==> config.mk <==
export PLATFORM = sky130hd
export DESIGN_NAME = alu_sequencer
export DESIGN_NICKNAME = d
export VERILOG_FILES = /design/src/rtl/alu_seq_pkg.sv /design/src/rtl/alu_core.sv /design/src/rtl/alu_sequencer.sv
export SDC_FILE = /design/constraint.sdc
export NUM_CORES = 1
export LEC_CHECK = 0
export CORE_MARGIN = 2
export CORE_UTILIZATION = 45
export DETAILED_ROUTE_END_ITERATION = 12
export HOLD_SLACK_MARGIN = 0.06
export PLACE_DENSITY = 0.81
export REMOVE_ABC_BUFFERS = 1
export SYNTH_ARGS = -nofsm -noshare
export SYNTH_HDL_FRONTEND = slang
export SYNTH_HIERARCHICAL = 1
export SYNTH_SLANG_ARGS = --single-unit
==> constraint.sdc <==
create_clock -name clock -period 2.8 [get_ports clock]
set_input_delay 0.42 -clock clock [delete_from_list [all_inputs] [get_ports clock]]
set_output_delay 0.42 -clock clock [all_outputs]
set_load 0.01 [all_outputs]
==> src/rtl/alu_seq_pkg.sv <==
// Shared encodings and constants for the ALU sequencer and its combinational core.
package alu_seq_pkg;

    localparam logic [2:0] OP_ADD_RC   = 3'd0;
    localparam logic [2:0] OP_ADD      = 3'd1;
    localparam logic [2:0] OP_NANDXNOR = 3'd2;
    localparam logic [2:0] OP_ORRED    = 3'd3;
    localparam logic [2:0] OP_PAR      = 3'd4;
    localparam logic [2:0] OP_SWAPINV  = 3'd5;

    typedef enum logic [1:0] {
        IDLE = 2'd0,
        EXEC = 2'd1,
        HOLD = 2'd2
    } state_e;

    localparam logic [7:0] RES_ZERO = 8'h00;
    localparam logic [7:0] RES_LO   = 8'h0F;
    localparam logic [7:0] RES_HI   = 8'hF0;

endpackage

==> src/rtl/alu_core.sv <==
// Combinational 4-bit ALU: maps (op, a, b) to an 8-bit result.
module alu_core
    import alu_seq_pkg::*;
(
    input  logic [2:0] op,
    input  logic [3:0] a,
    input  logic [3:0] b,
    output logic [7:0] y
);

    always_comb begin
        y = RES_ZERO;
        case (op)
            OP_ADD_RC,
            OP_ADD:      y = {3'b000, ({1'b0, a} + {1'b0, b})};
            OP_NANDXNOR: y = {~(a & b), ~(a ^ b)};
            OP_ORRED:    y = (|{a, b}) ? RES_LO : RES_ZERO;
            OP_PAR:      y = ((^b) && ($countones(a) == 2)) ? RES_HI : RES_ZERO;
            OP_SWAPINV:  y = {b, ~a};
            default:     y = RES_ZERO;
        endcase
    end

endmodule

==> src/rtl/alu_sequencer.sv <==
// Accepts one ALU command per handshake, runs it for 1..2^ITER_W-1 passes and
// holds the 8-bit result until the consumer acknowledges it.
module alu_sequencer
    import alu_seq_pkg::*;
#(
    parameter int unsigned ITER_W = 3
) (
    input  logic              clock,
    input  logic              resetn,
    input  logic              req_valid,
    output logic              req_ready,
    input  logic [2:0]        op,
    input  logic [3:0]        a,
    input  logic [3:0]        b,
    input  logic [ITER_W-1:0] iters,
    input  logic              chain,
    output logic [7:0]        result,
    output logic              result_valid,
    input  logic              result_ack,
    output logic              busy,
    output logic [ITER_W-1:0] pass_cnt,
    output logic              ovf
);

    state_e              state_q, state_d;
    logic [3:0]          a_q, a_d;
    logic [3:0]          b_q, b_d;
    logic [2:0]          op_q, op_d;
    logic                chain_q, chain_d;
    logic [ITER_W-1:0]   target_q, target_d;
    logic [ITER_W-1:0]   pass_cnt_q, pass_cnt_d;
    logic [7:0]          result_q, result_d;
    logic                ovf_q, ovf_d;
    logic                req_ready_q, req_ready_d;
    logic                result_valid_q, result_valid_d;
    logic                busy_q, busy_d;

    logic [7:0]          core_y;
    logic [ITER_W-1:0]   pass_next;

    alu_core u_core (
        .op (op_q),
        .a  (a_q),
        .b  (b_q),
        .y  (core_y)
    );

    assign pass_next = pass_cnt_q + ITER_W'(1);

    always_comb begin
        state_d        = state_q;
        a_d            = a_q;
        b_d            = b_q;
        op_d           = op_q;
        chain_d        = chain_q;
        target_d       = target_q;
        pass_cnt_d     = pass_cnt_q;
        result_d       = result_q;
        ovf_d          = ovf_q;
        req_ready_d    = req_ready_q;
        result_valid_d = result_valid_q;
        busy_d         = busy_q;

        case (state_q)
            IDLE: begin
                if (req_valid) begin
                    a_d         = a;
                    b_d         = b;
                    op_d        = op;
                    chain_d     = chain;
                    target_d    = (iters == '0) ? ITER_W'(1) : iters;
                    pass_cnt_d  = '0;
                    ovf_d       = 1'b0;
                    state_d     = EXEC;
                    req_ready_d = 1'b0;
                    busy_d      = 1'b1;
                end
            end
            EXEC: begin
                result_d   = core_y;
                pass_cnt_d = pass_next;
                if ((op_q == OP_ADD_RC) || (op_q == OP_ADD)) begin
                    ovf_d = ovf_q | core_y[4];
                end
                if (chain_q) begin
                    a_d = core_y[3:0];
                end
                if (pass_next == target_q) begin
                    state_d        = HOLD;
                    result_valid_d = 1'b1;
                end
            end
            HOLD: begin
                if (result_ack) begin
                    state_d        = IDLE;
                    result_valid_d = 1'b0;
                    busy_d         = 1'b0;
                    req_ready_d    = 1'b1;
                end
            end
            default: begin
                state_d        = IDLE;
                result_valid_d = 1'b0;
                busy_d         = 1'b0;
                req_ready_d    = 1'b1;
            end
        endcase
    end

    always_ff @(posedge clock or negedge resetn) begin
        if (!resetn) begin
            state_q        <= IDLE;
            a_q            <= '0;
            b_q            <= '0;
            op_q           <= '0;
            chain_q        <= 1'b0;
            target_q       <= '0;
            pass_cnt_q     <= '0;
            result_q       <= RES_ZERO;
            ovf_q          <= 1'b0;
            req_ready_q    <= 1'b1;
            result_valid_q <= 1'b0;
            busy_q         <= 1'b0;
        end else begin
            state_q        <= state_d;
            a_q            <= a_d;
            b_q            <= b_d;
            op_q           <= op_d;
            chain_q        <= chain_d;
            target_q       <= target_d;
            pass_cnt_q     <= pass_cnt_d;
            result_q       <= result_d;
            ovf_q          <= ovf_d;
            req_ready_q    <= req_ready_d;
            result_valid_q <= result_valid_d;
            busy_q         <= busy_d;
        end
    end

    assign req_ready    = req_ready_q;
    assign result       = result_q;
    assign result_valid = result_valid_q;
    assign busy         = busy_q;
    assign pass_cnt     = pass_cnt_q;
    assign ovf          = ovf_q;

endmodule

### Word-level counts from Yosys, hierarchy flattened

Index checks and enable logic that the tools add are counted.

| word-level totals | value |
|---|---|
| register bits | 32 |
| output and inout bits | 15 |
| input bits | 19 |
| logic and storage cells | 78 |
| bits in read-only memories | 0 |
| memories | 0 |
| bits in latches | 0 |
| RAM bits | 0 |

| cells by class | value |
|---|---|
| $add $sub $neg | 5 |
| reduce and logical (&&, ||, !) cells | 16 |
| mux-type cells | 23 |
| multipliers | 0 |
| $lt $le $gt $ge | 0 |
| equality and inequality tests | 14 |
| shifts and indexed selects | 0 |
| bitwise operators | 8 |
| div/mod/pow operators | 0 |

Operators with widths:

| cell | number |
|---|---|
| case mux 8 bit (5 select lines) | 1 |
| adder 32 bit | 1 |
| equality test 32 x 3 -> 1 bit, second input constant | 1 |
| AND reduction 3 bit | 5 |
| two-way mux 4 bit | 3 |
| NOT 4 bit | 3 |
| != test 2 bit, second input constant | 5 |
| case mux 1 bit (3 select lines) | 3 |
| two-way mux 8 bit | 1 |
| case mux 4 bit (2 select lines) | 1 |
| OR reduction 8 bit | 1 |
| equality test 3 x 2 -> 1 bit, second input constant | 2 |
| equality test 3 bit, second input constant | 2 |
| zero test 3 bit | 2 |
| two-way mux 1 bit | 6 |
| two-way mux 2 bit | 3 |
| two-way mux 3 bit | 2 |
| case mux 2 bit (3 select lines) | 1 |
| case mux 3 bit (2 select lines) | 1 |
| adder 4 x 4 -> 5 bit | 1 |
| adder 1 x 1 -> 2 bit | 2 |
| AND 4 bit | 1 |
| AND reduction 2 bit | 2 |
| XOR reduction 4 bit | 1 |
| other kinds (14) | 15 |

### Depth between registers and ports, before layout

| depth | value |
|---|---|
| depth in word-level cells | 9 |
| depth in mapped cells | 10 |
| mapped depth without buffers | 10 |

### By module

The synthesis kept the hierarchy.

By module, submodules not included:

| module | cells each | area an instance (um^2) | instances | sequential area each (um^2) |
|---|---|---|---|---|
| alu_sequencer | 144 | 1370.1 | 1 | 802.0 |
| alu_core | 63 | 462.9 | 1 | 0.0 |

### Worst setup path before layout

Ideal clock, no wire load.

| timing | value |
|---|---|
| path type | register to register |
| start | register a_q[1] |
| end | register ovf_q (netlist: ovf) |
| setup slack | 0.237 ns |
| path buffers | 0 |
| period minus slack after synthesis | 2.563 ns |
| stages on the path, launching flop included | 11 |
| data required time | 2.728 ns |
| setup time | 0.072 ns |
| data arrival time | 2.491 ns |
| cell sequence | dfrtp_1 inv_1 fa_1 inv_1 ha_1 ha_1 or4b_1 or3_4 o311ai_1 a31oi_1 nor2_1 |

| between the ends | value |
|---|---|
| longest elaborated chain between the ends | 9 |
| elaborated cells between the ends (all ways) | 10 |
| classes of those cells | 3 x add/sub; 1 x eq/ne; 4 x mux; 1 x bitwise; 1 x reduce/logical |

Ends and longest elaborated chain:

| what | line | text |
|---|---|---|
| from (decl) | alu_sequencer.sv:26 | `logic [3:0] a_q, a_d;` |
| from (signal assigned) | alu_sequencer.sv:113 | `a_q <= '0;` |
| from (signal assigned) | alu_sequencer.sv:126 | `a_q <= a_d;` |
| adder 1 x 1 -> 2 bit (not written as such) | alu_core.sv:18 | `OP_PAR: y = ((^b) && ($countones(a) == 2)) ? RES_HI : RES_ZERO;` |
| adder 32 bit (not written as such) | alu_core.sv:18 |  |
| equality test 32 x 3 -> 1 bit | alu_core.sv:18 |  |
| logical AND 1 bit | alu_core.sv:18 |  |
| two-way mux 8 bit | alu_core.sv:18 |  |
| case mux 8 bit (5 select lines) * | alu_core.sv:13 | `case (op)` |
| net core_y[4] | alu_sequencer.sv:38 | `logic [7:0] core_y;` |
| OR 1 bit * | alu_sequencer.sv:83 | `ovf_d = ovf_q \| core_y[4];` |
| two-way mux 1 bit * | alu_sequencer.sv:82 | `if ((op_q == OP_ADD_RC) \|\| (op_q == OP_ADD)) begin` |
| case mux 1 bit (2 select lines) * | alu_sequencer.sv:64 | `case (state_q)` |
| to (signal assigned) | alu_sequencer.sv:133 | `ovf_q <= ovf_d;` |
| to (decl) | alu_sequencer.sv:33 | `logic ovf_q, ovf_d;` |

The timed path passes the listed nets; every way through them passes the cells marked *. The select of a mux whose other input is x is not followed.
A chain may end at the register's enable or synchronous reset.

### Worst setup path after layout

| timing | value |
|---|---|
| start | register a_q[0] |
| end | register ovf_q (netlist: ovf) |

The elaborated chain is that of the path after synthesis.

==> impl_metrics.xml <==
<?xml version="1.0" encoding="UTF-8"?>
<metrics>
  <group name="status">
    <metric name="run_status" unit="">complete, no violations</metric>
  </group>
  <group name="floorplan">
    <metric name="placeableCoreArea" unit="sq um">3971</metric>
    <metric name="chipHeight" unit="um">67.82</metric>
    <metric name="die_area" unit="sq um">4600</metric>
    <metric name="top_level_ports" unit="">34</metric>
    <metric name="die_x" unit="um">67.82</metric>
    <metric name="placement_rows" unit="">23</metric>
    <metric name="initial_core_util" unit="%">46.16</metric>
  </group>
  <group name="sta">
    <metric name="report.final.slew_viol_count" unit="">0</metric>
    <metric name="fin_setup_tns" unit="ns">0</metric>
    <metric name="clock.fmax" unit="MHz">378.1</metric>
    <metric name="finClkSkew" unit="ns">0.002788</metric>
    <metric name="final-setup-viol-count" unit="">0</metric>
    <metric name="timing.final.hold_violations" unit="">0</metric>
    <metric name="slew_headroom" unit="%">48.99</metric>
    <metric name="worst-slew-pin-transition" unit="ns">0.7636</metric>
    <metric name="rsz0062_at_grt" unit="">no</metric>
    <metric name="final.period_utilization" unit="%">94.46</metric>
    <metric name="final.hold.worst_slack" unit="ns">0.4762</metric>
    <metric name="fin_crit" unit="ns">2.645</metric>
  </group>
  <group name="grt">
    <metric name="grtUsageTotal" unit="%">19.15</metric>
    <metric name="first_global_vias" unit="">1368</metric>
    <metric name="antenna_violations_before_repair" unit="">0</metric>
    <metric name="total_overflow_reported_by_the_global_router" unit="">0</metric>
    <metric name="grt_max_degree" unit="">33</metric>
    <metric name="grt_first_pass_wirelength" unit="um">6451</metric>
  </group>
  <group name="hold_path">
    <metric name="min-delay-path-class" unit="">reg -&gt; reg</metric>
  </group>
  <group name="clock_network">
    <metric name="numCtsBuffers" unit="">5</metric>
    <metric name="clock_tree_from_tritoncts" unit="">yes</metric>
    <metric name="cts_root_buffer" unit="">sky130_fd_sc_hd__clkbuf_8</metric>
    <metric name="insertion_delay" unit="ns">0.29</metric>
    <metric name="clockBufferDepth" unit="">2</metric>
    <metric name="clock-sinks" unit="">32</metric>
    <metric name="ctsHtreeMaxLevel" unit="">2</metric>
    <metric name="clk_pin_slew_worst_paths" unit="ns">0.07</metric>
    <metric name="quantity_of_gates_resized_following_cts" unit="">0</metric>
  </group>
  <group name="critical_path">
    <metric name="critical_path_required" unit="ns">3.02</metric>
    <metric name="worst_ep_arrival_time" unit="ns">2.86</metric>
    <metric name="start_kind" unit="">flip-flop</metric>
    <metric name="crit_path_end_kind" unit="">flip-flop</metric>
    <metric name="critical_path.max_fanout" unit="">4</metric>
    <metric name="setup.worst_path.class" unit="">reg -&gt; reg</metric>
  </group>
  <group name="logic_synthesis">
    <metric name="dominantRegCellSynth" unit="">sky130_fd_sc_hd__dfrtp_1</metric>
    <metric name="yosys-top-cells-count" unit="">sky130_fd_sc_hd__nand2_1 (62), sky130_fd_sc_hd__dfrtp_1 (31), sky130_fd_sc_hd__inv_1 (16), sky130_fd_sc_hd__nor2_1 (13), sky130_fd_sc_hd__ha_1 (10)</metric>
    <metric name="synth-async-reset-ratio" unit="%">100.0</metric>
    <metric name="ys_types" unit="">42</metric>
    <metric name="syn_area" unit="sq um">1833</metric>
    <metric name="synth_edf_count" unit="">0</metric>
    <metric name="post-synth-top-count-cell" unit="">sky130_fd_sc_hd__nand2_1</metric>
    <metric name="avg_synthesized_cell_area" unit="sq um">8.855</metric>
    <metric name="yosys.area.top_type_share" unit="%">42.32</metric>
    <metric name="netlist_top_cells_area" unit="">sky130_fd_sc_hd__dfrtp_1 (42%), sky130_fd_sc_hd__nand2_1 (13%), sky130_fd_sc_hd__ha_1 (6.8%)</metric>
    <metric name="synth_warnings" unit="">6</metric>
    <metric name="ys_seq_area_share" unit="%">43.75</metric>
    <metric name="postSynthRegisterBits" unit="">32</metric>
    <metric name="library_cell_with_the_largest_summed_area_after_synthesis" unit="">sky130_fd_sc_hd__dfrtp_1</metric>
    <metric name="syn_inst" unit="">207</metric>
  </group>
  <group name="drt">
    <metric name="drtIter0Drc" unit="">87</metric>
    <metric name="vias_per_cell" unit="">5.306</metric>
    <metric name="wl_per_cell" unit="um">13.81</metric>
    <metric name="drt_drc_violations_left" unit="">0</metric>
    <metric name="route.met2.wl" unit="um">1931</metric>
    <metric name="drt-met1-wl" unit="um">1906</metric>
    <metric name="vias" unit="">1560</metric>
    <metric name="totalWireLength" unit="um">4059</metric>
    <metric name="drt.antenna.violating_nets" unit="">0</metric>
    <metric name="met3_wirelength" unit="um">174</metric>
    <metric name="highest_layer" unit="">met4</metric>
    <metric name="dr.pass1.iters" unit="">4</metric>
  </group>
  <group name="final_layout">
    <metric name="num_antenna_cells" unit="">0</metric>
    <metric name="layout_cells_sized_above_1" unit="%">6.967</metric>
    <metric name="utilization" unit="%">58.35</metric>
    <metric name="fill_cells" unit="">363</metric>
    <metric name="nets" unit="">274</metric>
    <metric name="area.growth.synth_to_final" unit="%">26.42</metric>
  </group>
  <group name="placement">
    <metric name="gpl.final_weighted_congestion" unit="">0.9413</metric>
    <metric name="port_buf_inserts" unit="">33</metric>
    <metric name="dpl.hpwl" unit="um">2918</metric>
  </group>
  <group name="power_and_ir_drop">
    <metric name="vdd.ir_drop.worst" unit="mV">0.6266</metric>
    <metric name="power.density" unit="nW/um^2">1254</metric>
    <metric name="p_leak" unit="nW">1.143</metric>
  </group>
  <group name="run">
    <metric name="max-cap-violations" unit="">0</metric>
  </group>
</metrics>
## cell type report
cell class	count	area, sq um	share of cell area [%]
clock buffer	5	68.82	2.970
clock inverter	3	42.54	1.836
timing repair buffer	37	360.3	15.55
inverter	16	60.06	2.592
tap	50	62.56	2.700
sequential	32	802.0	34.61
multi-input combinational	151	920.9	39.74
## worst paths after layout
path	slack (ns)	start	cells past startpoint	endpoint
setup / recovery	0.16	a_q[0]$_DFFE_PN0P_	10	ovf$_DFFE_PN0P_
hold / removal	0.48	result[3]$_DFFE_PN0P_	2	result[3]$_DFFE_PN0P_
setup reg to reg	0.16	a_q[0]$_DFFE_PN0P_	10	ovf$_DFFE_PN0P_
hold reg to reg	0.48	result[3]$_DFFE_PN0P_	2	result[3]$_DFFE_PN0P_
max in group asynchronous	1.96	resetn	2	req_ready$_DFFE_PN1P_
min in group asynchronous	0.52	resetn	2	result_valid$_DFFE_PN0P_
## stage by stage
stage	area (sq um)	cells	total power [mW]	setup slack, ns
finish	2317	294	2.907	0.1550
CTS	2310	293	2.895	0.1023
global route	2317	294	3.173	0.01817
floorplan	1783	199	1.922	0.2292
global placement	2198	285	2.401	0.1854
detailed placement	2198	285	2.434	0.1168
## timing repair
| item | in CTS | in global routing |
|---|---|---|
| setup buffers | 0 | 1 |
| setup endpoints to repair | 0 | 1 |
| hold buffers | 0 | 0 |
## power breakdown
part / switching [mW] / internal, mW / total, mW
Clock: 0.180 / 0.263 / 0.443
Combinational: 0.804 / 0.755 / 1.56
Sequential: 0.224 / 0.680 / 0.905
## critical path: stages, from the launching register on
cell,delay (ns)
sky130_fd_sc_hd__dfrtp_1,0.36
sky130_fd_sc_hd__inv_1,0.08
sky130_fd_sc_hd__fa_1,0.53
sky130_fd_sc_hd__inv_1,0.04
sky130_fd_sc_hd__ha_1,0.17
sky130_fd_sc_hd__ha_1,0.26
sky130_fd_sc_hd__or4b_1,0.42
sky130_fd_sc_hd__or3_4,0.36
sky130_fd_sc_hd__o311ai_1,0.10
sky130_fd_sc_hd__a31oi_1,0.12
sky130_fd_sc_hd__nor2_1,0.12
## kinds of logic (layout without fill, tap and decap cells)
family,count (synthesis),after routing,synth area share (%)
compound gates,40,40,14.88
xor+xnor,5,5,3.140
fa+ha+maj,12,12,9.010
buf+inv,24,61,6.007
flops,32,32,43.75
mux,1,1,0.5461
simple gates,93,93,22.66
## state kept, by name (all words and copies together), names as in the netlist
name,cells
a_q,4
b_q,4
busy,1
chain_q,1
op_q,3
ovf,1
pass_cnt,3
req_ready,1
result,8
result_valid,1
state_q,2
target_q,3
## per-layer routing
layer / global-route usage (%) / up-vias
li1: - / 770
met1: 25.18 / 749
met2: 30.76 / 36
met3: 4.770 / 5
met4: 6.750 / 0
met5: 0 / -
## cells in the final DEF (no fill, tap or decap), types with 2 or more instances in the layout
cell type,n
sky130_fd_sc_hd__a21o_1,4
sky130_fd_sc_hd__a21oi_1,5
sky130_fd_sc_hd__a2bb2oi_1,2
sky130_fd_sc_hd__a31oi_1,5
sky130_fd_sc_hd__buf_4,4
sky130_fd_sc_hd__clkbuf_8,5
sky130_fd_sc_hd__clkdlybuf4s50_1,33
sky130_fd_sc_hd__dfrtp_1,31
sky130_fd_sc_hd__fa_1,2
sky130_fd_sc_hd__ha_1,10
sky130_fd_sc_hd__inv_1,16
sky130_fd_sc_hd__nand2_1,62
sky130_fd_sc_hd__nand2b_1,2
sky130_fd_sc_hd__nand3_1,3
sky130_fd_sc_hd__nor2_1,13
sky130_fd_sc_hd__nor2b_1,2
sky130_fd_sc_hd__o21ai_0,6
sky130_fd_sc_hd__o221ai_1,3
sky130_fd_sc_hd__o22ai_1,7
sky130_fd_sc_hd__o2bb2ai_1,2
sky130_fd_sc_hd__xnor2_1,3
(Power assumes the default switching activity.)
